[src/rtl/fetch.sv]
// Instruction-fetch stage: owns the PC, issues single-outstanding requests to
// instruction memory and registers returned instructions for decode.
module fetch #(
    parameter int              XLEN      = 32,
    parameter logic [XLEN-1:0] RESET_PC  = 32'h0000_0000,
    parameter logic [XLEN-1:0] NOP_INSTR = 32'h0000_0013
) (
    input  logic            clk,
    input  logic            rst,
    output logic            imem_req,
    output logic [XLEN-1:0] imem_addr,
    input  logic            imem_ready,
    input  logic            imem_rvalid,
    input  logic [XLEN-1:0] imem_rdata,
    input  logic            stall_decode,
    input  logic            redirect_valid,
    input  logic [XLEN-1:0] redirect_pc,
    output logic [XLEN-1:0] pc_decode,
    output logic [XLEN-1:0] instr_decode,
    output logic            valid_decode
);

    localparam logic [XLEN-1:0] ALIGN_MASK = ~(XLEN'(3));
    localparam logic [XLEN-1:0] PC_STEP    = XLEN'(4);

    typedef enum logic [1:0] {
        FETCH = 2'd0,
        WAIT  = 2'd1,
        HOLD  = 2'd2,
        DROP  = 2'd3
    } state_t;

    state_t          state_reg, state_next;
    logic [XLEN-1:0] pc_reg, pc_next;
    logic [XLEN-1:0] pc_decode_reg, pc_decode_next;
    logic [XLEN-1:0] instr_decode_reg, instr_decode_next;
    logic            valid_decode_reg, valid_decode_next;
    logic [XLEN-1:0] skid_pc_reg, skid_pc_next;
    logic [XLEN-1:0] skid_instr_reg, skid_instr_next;
    logic            skid_valid_reg, skid_valid_next;

    assign imem_req     = (state_reg == FETCH) && !rst;
    assign imem_addr    = pc_reg & ALIGN_MASK;
    assign pc_decode    = pc_decode_reg;
    assign instr_decode = instr_decode_reg;
    assign valid_decode = valid_decode_reg;

    always_comb begin
        state_next        = state_reg;
        pc_next           = pc_reg;
        pc_decode_next    = pc_decode_reg;
        instr_decode_next = instr_decode_reg;
        valid_decode_next = valid_decode_reg;
        skid_pc_next      = skid_pc_reg;
        skid_instr_next   = skid_instr_reg;
        skid_valid_next   = skid_valid_reg;

        // Without a load, a free decode sees a bubble; a stalled decode keeps its view.
        if (!stall_decode) begin
            valid_decode_next = 1'b0;
            instr_decode_next = NOP_INSTR;
        end

        unique case (state_reg)
            FETCH: begin
                if (imem_ready) state_next = WAIT;
            end
            WAIT: begin
                if (imem_rvalid) begin
                    pc_next = pc_reg + PC_STEP;
                    if (!stall_decode) begin
                        pc_decode_next    = pc_reg;
                        instr_decode_next = imem_rdata;
                        valid_decode_next = 1'b1;
                        state_next        = FETCH;
                    end else begin
                        skid_pc_next    = pc_reg;
                        skid_instr_next = imem_rdata;
                        skid_valid_next = 1'b1;
                        state_next      = HOLD;
                    end
                end
            end
            HOLD: begin
                if (!stall_decode) begin
                    pc_decode_next    = skid_pc_reg;
                    instr_decode_next = skid_instr_reg;
                    valid_decode_next = skid_valid_reg;
                    skid_valid_next   = 1'b0;
                    state_next        = FETCH;
                end
            end
            DROP: begin
                if (imem_rvalid) state_next = FETCH;
            end
            default: state_next = FETCH;
        endcase

        // A redirect overrides stall; any request still in flight must be drained in DROP.
        if (redirect_valid) begin
            pc_next           = redirect_pc & ALIGN_MASK;
            valid_decode_next = 1'b0;
            instr_decode_next = NOP_INSTR;
            pc_decode_next    = pc_decode_reg;
            skid_valid_next   = 1'b0;
            if ((state_reg == WAIT && !imem_rvalid) ||
                (state_reg == FETCH && imem_ready) ||
                (state_reg == DROP && !imem_rvalid))
                state_next = DROP;
            else
                state_next = FETCH;
        end
    end

    always_ff @(posedge clk) begin
        if (rst) begin
            state_reg        <= FETCH;
            pc_reg           <= RESET_PC;
            pc_decode_reg    <= '0;
            instr_decode_reg <= NOP_INSTR;
            valid_decode_reg <= 1'b0;
            skid_pc_reg      <= '0;
            skid_instr_reg   <= '0;
            skid_valid_reg   <= 1'b0;
        end else begin
            state_reg        <= state_next;
            pc_reg           <= pc_next;
            pc_decode_reg    <= pc_decode_next;
            instr_decode_reg <= instr_decode_next;
            valid_decode_reg <= valid_decode_next;
            skid_pc_reg      <= skid_pc_next;
            skid_instr_reg   <= skid_instr_next;
            skid_valid_reg   <= skid_valid_next;
        end
    end

endmodule

[config.mk]
export PLATFORM = sky130hd
export DESIGN_NAME = fetch
export DESIGN_NICKNAME = d
export VERILOG_FILES = /design/src/rtl/fetch.sv
export SDC_FILE = /design/constraint.sdc
export NUM_CORES = 1
export LEC_CHECK = 0
export BUFFER_PORTS_ARGS = -buffer_cell sky130_fd_sc_hd__buf_4
export CORE_MARGIN = 2
export CORE_UTILIZATION = 45
export DETAILED_ROUTE_END_ITERATION = 6
export PLACE_DENSITY = 0.68
export SKIP_LAST_GASP = 1
export SYNTH_ARGS = -nofsm -noshare
export SYNTH_HDL_FRONTEND = slang
export SYNTH_SLANG_ARGS = --single-unit
[constraint.sdc]
create_clock -name clk -period 2.82 [get_ports clk]
set_input_delay 0.705 -clock clk [delete_from_list [all_inputs] [get_ports clk]]
set_output_delay 0.705 -clock clk [all_outputs]
set_load 0.05 [all_outputs]
; Yosys cells after proc, flatten, opt, wreduce, memory -nomap -nowiden
; Index checks and enable logic that the tools add are counted.
[classes]
reduce_logical = 19
n_addsub = 1
eq_ne = 11
muxes = 29
bitwise = 1
[ops]
columns = cell, n
row1 = 32-bit 2-to-1 mux, 10
row2 = 32-bit case mux with 2 select lines, 2
row3 = "32-bit by 3-bit adder with 32-bit output, second input constant", 1
row4 = 2-bit 2-to-1 mux, 7
row5 = "3-bit inequality test, second input constant", 4
row6 = "2-bit inequality test, second input constant", 4
row7 = 2-bit case mux with 4 select lines, 1
row8 = 4-bit AND reduction, 2
row9 = 1-bit 2-to-1 mux, 7
row10 = 2-bit nonzero test, 3
row11 = 5-bit AND reduction, 1
row12 = "2-bit equality test, second input constant", 2
row13 = 1-bit logical AND, 4
row14 = 1-bit case mux with 2 select lines, 2
row15 = 2-bit AND reduction, 2
row16 = 3-bit AND reduction, 1
row17 = "2-bit by 1-bit equality test with 1-bit output, second input constant", 1
row18 = 1-bit logical NOT, 2
row19 = 2-bit logical NOT, 1
row20 = 1-bit logical OR, 2
row21 = 2-bit OR reduction, 1
row22 = 1-bit NOT, 1
[totals]
wordCells = 70
in_bits = 70
output_inout_bits = 98
reg_bits = 164

; Logic depth before layout (Yosys ltp)
[depth]
depth_word = 6
depth_mapped = 8
depth_no_buf = 6

; Least setup slack after synthesis
; Ideal clock, no wire load.
[synth_timing]
kind = register -> register
startpoint = register pc_reg[2]
endpoint = register pc_reg[24]
path_buffers = 1
stages_incl_launch_ff = 7
setup_time_ps = 91
synth_period_minus_slack_ps = 2544
setup_slack_ps = 276
t_required_ps = 2729
arrival_time_ps = 2453
cell_sequence = dfxtp_1 > ha_1 > nand3_2 > or4_4 > buf_6 > or4_1 > a311oi_1
[synth_via]
elab_chain_len = 4
[synth_lines]
columns = item, line_no
row1 = from (decl), 34  ; logic [XLEN-1:0] pc_reg, pc_next;
row2 = from (signal assigned), 127  ; pc_reg <= pc_next;
row3 = 32-bit by 3-bit adder with 32-bit output, 70  ; pc_next = pc_reg + PC_STEP;
row4 = 32-bit 2-to-1 mux, 69  ; if (imem_rvalid) begin
row5 = 32-bit 2-to-1 mux, 64  ; unique case (state_reg)
row6 = 32-bit 2-to-1 mux, 100  ; if (redirect_valid) begin
; No other way between the ends. The select of a mux whose other input is x is not followed.
; A chain may end at the register's enable or synchronous reset.

; Final worst setup path
[layout_timing]
startpoint = register pc_reg[2]
endpoint = register pc_reg[26]
; The elaborated chain is that of the path after synthesis.

==> results.yml <==
setup_path:
  worstSetupPathType: "reg2reg"
  endpoint_kind: "register"
  startpoint_type: "register"
  cp.arrival_ps: 2730
  crit_required_ps: 3150
  crit_fanout: 13
floorplanning:
  start_util_pct: 46.01
  ios: 168
  die_h_um: 134.0
  die_area_um2: 17950
  rows: 47
  die_w_um: 134.0
  core_area_um2: 16520
yosys:
  synth.top_cells.by_area: "dfxtp_1, nand2_1, a21oi_1"
  synth_edf_count: 0
  synth_cell_types: 50
  muxShareOfSynthArea_pct: 4.213
  synthSimpleGateAreaFrac_pct: 24.11
  yosysWarnings: 0
  synth_top_family_by_area: "simple AND/OR/NAND/NOR gates"
  ys_ff_latch: 158
  async_reset_ff_share_pct: 0
  synth_adder_area_share_pct: 0.8228
  seq_area_frac_synth_pct: 41.60
  synth_area_um2: 7604
  syn_area_per_cell_um2: 7.847
  synthCells: 969
  synth-xor-area-share_pct: 1.152
  yosys_most_used_dff: "dfxtp_1"
  synth_top_area_share_pct: 41.60
  synth_compound_area_share_pct: 22.26
  synth_largest_area_cell: "dfxtp_1"
detailed_routing:
  drt-pass1-iter-count: 5
  dr_total_vias: 7219
  ant_nets: 0
  totalWireLength_mm: 21.52
  routed_via_density: 5.461
  drt_iter0_drc: 467
  drc_errors: 0
  wl_per_cell_um: 16.28
clock_network:
  tritoncts: "done"
  h-tree-depth: 4
  clockBufferDepth: 2
  postCtsSetupBuffers: 0
  cts_hold_buf: 0
  clk_pin_slew_ps: 60
  cts-resized-gates: 0
  cts_root_buf: "clkbuf_16"
  cts_buffers: 17
  clock_latency_ps: 430
  clock-sinks: 158
sta:
  clock_skew_ps: 4.652
  max_freq_ghz: 0.4178
  setup_violations: 0
  grt_setup_unrepaired: "no"
  finalCritPeriodShare_pct: 84.88
  period_needed_ps: 2394
  final.setup.tns_ps: 0
  finalHoldViolCount: 0
  slew_violations: 0
  tightest_slew_ps: 764.9
  timing.max_slew.rel_slack_pct: 49.01
placement:
  port_buffers: 161
  dp.cells: 1290
  dp_hpwl_mm: 14.45
  place.gp.congestion: 0.8163
final_layout:
  seq_area_um2: 3163
  antennaDiodeCount: 0
  fin_cells: 1322
  syn2layout_area_growth_pct: 26.38
  nFillCells: 1546
  fin_nets: 1164
  drive_above_1_share_pct: 21.32
  multi_input_area_um2: 4029
flow_run:
  cap_viol_max_count: 0
status:
  outcome: "finished, final reports clean"
pwr:
  p_leak_uw: 0.003470
  power_density_nw_per_um2: 627.0
  ir_drop_uv: 426.0
hold_path:
  hp-class: "reg2reg"
global_routing:
  antenna_found_initial: 0
  overflow: 0
  grtUsageTotal_pct: 24.41
  grt_pass1_wl_mm: 35.04
  grt_max_degree: 69
  first_global_vias: 6768
-- power by group --
group | switching, uW | internal, uW
clock network | 939 | 1530
logic | 739 | 373
registers | 104 | 2340
-- cell families (layout without fill, tap and decap cells) --
family                     after synthesis  in the layout
AOI/OAI and AO/OA                      279            279
xor gates and xnor gates                10             10
adders and majority gates                5              5
buffers and inverters                  108            238
DFF                                    158            158
muxes                                   32             32
other                                    1              4
and+or+nand+nor                        376            376
-- placed cells by master (no fill, tap or decap), types with 4 or more instances in the layout --
master	instances
a2111oi_0	4
a211oi_1	41
a21boi_0	31
a21oi_1	128
a311oi_1	11
and2_1	32
and4_1	6
buf_4	190
bufinv_16	4
clkbuf_16	17
conb_1	4
dfxtp_1	158
ha_1	4
inv_1	15
mux2i_1	32
nand2_1	208
nand3_1	10
nand3b_1	32
nand4_1	12
nor2_1	28
nor3_1	7
nor4_1	9
o21ai_0	43
o31ai_1	8
or3_1	4
or4_1	8
xnor2_1	7
-- routing by layer --
layer,global-route usage (%),up-vias,wire [um]
met1,32.21,3366,9694
met5,0,-,0
li1,-,3626,-
met3,5.140,23,1232
met2,40.23,204,10340
met4,7.447,0,250
-- synthesized netlist by cell type (3+ instances only) --
cell type and number:
or3_1 4, nor3_1 7, a21oi_1 128, mux2i_1 32
a2111oi_0 4, a32o_1 3, nand2_1 208, o21ai_0 43
and2_1 32, clkbuf_1 71, nand4_1 12, dfxtp_1 158
buf_2 6, ha_1 5, nand2b_1 3, nor4_1 9
inv_1 15, a311oi_1 11, and3_1 4, nor2_1 28
xnor2_1 7, xor2_1 3, nand3_1 11, and4_1 6
buf_1 9, or4_1 8, nor2b_1 4, buf_4 5
a211oi_1 41, o31ai_1 8, a21boi_0 31, nand3b_1 32
-- cell type report --
| type | instances | area share (%) |
|---|---|---|
| multi-input combinational | 706 | 41.93 |
| sequential | 158 | 32.92 |
| timing repair buffer | 191 | 15.05 |
| clock buffer | 19 | 4.714 |
| tap | 220 | 2.865 |
| clock inverter | 13 | 1.940 |
| inverter | 15 | 0.5859 |
-- worst paths after layout --
| check | start | to | slack [ps] | cells past startpoint |
|---|---|---|---|---|
| hold reg to reg | skid_instr_reg[11]$_SDFFE_PP0P_ | skid_instr_reg[11]$_SDFFE_PP0P_ | 450 | 2 |
| hold / removal | skid_instr_reg[11]$_SDFFE_PP0P_ | skid_instr_reg[11]$_SDFFE_PP0P_ | 450 | 2 |
| setup reg to reg | pc_reg[2]$_SDFFE_PP0P_ | pc_reg[26]$_SDFFE_PP0P_ | 430 | 5 |
| setup / recovery | pc_reg[2]$_SDFFE_PP0P_ | pc_reg[26]$_SDFFE_PP0P_ | 430 | 5 |
-- metrics by stage --
stage | total power (uW) | worst slack [ps] | hold slack [ps] | area, um^2 | util (%)
3_3_place_gp | 3588 | 359.1 | 436.9 | 8970 | 54.28
5_1_grt | 6270 | 264.3 | 467.1 | 9609 | 58.15
6_report | 6025 | 426.3 | 449.5 | 9609 | 58.15
2_1_floorplan | 3217 | 276.0 | 431.7 | 7615 | -
4_1_cts | 6065 | 434.7 | 450.6 | 9609 | 58.15
3_5_place_dp | 3603 | 335.1 | 441.8 | 8970 | 54.28
-- critical path, cell delays in order (launching register included) --
cell and delay (ps):
dfxtp_1 480, ha_1 250, nand3_2 150, or4_4 640
or4_1 530, a311oi_1 260
(Power assumes the default switching activity.)
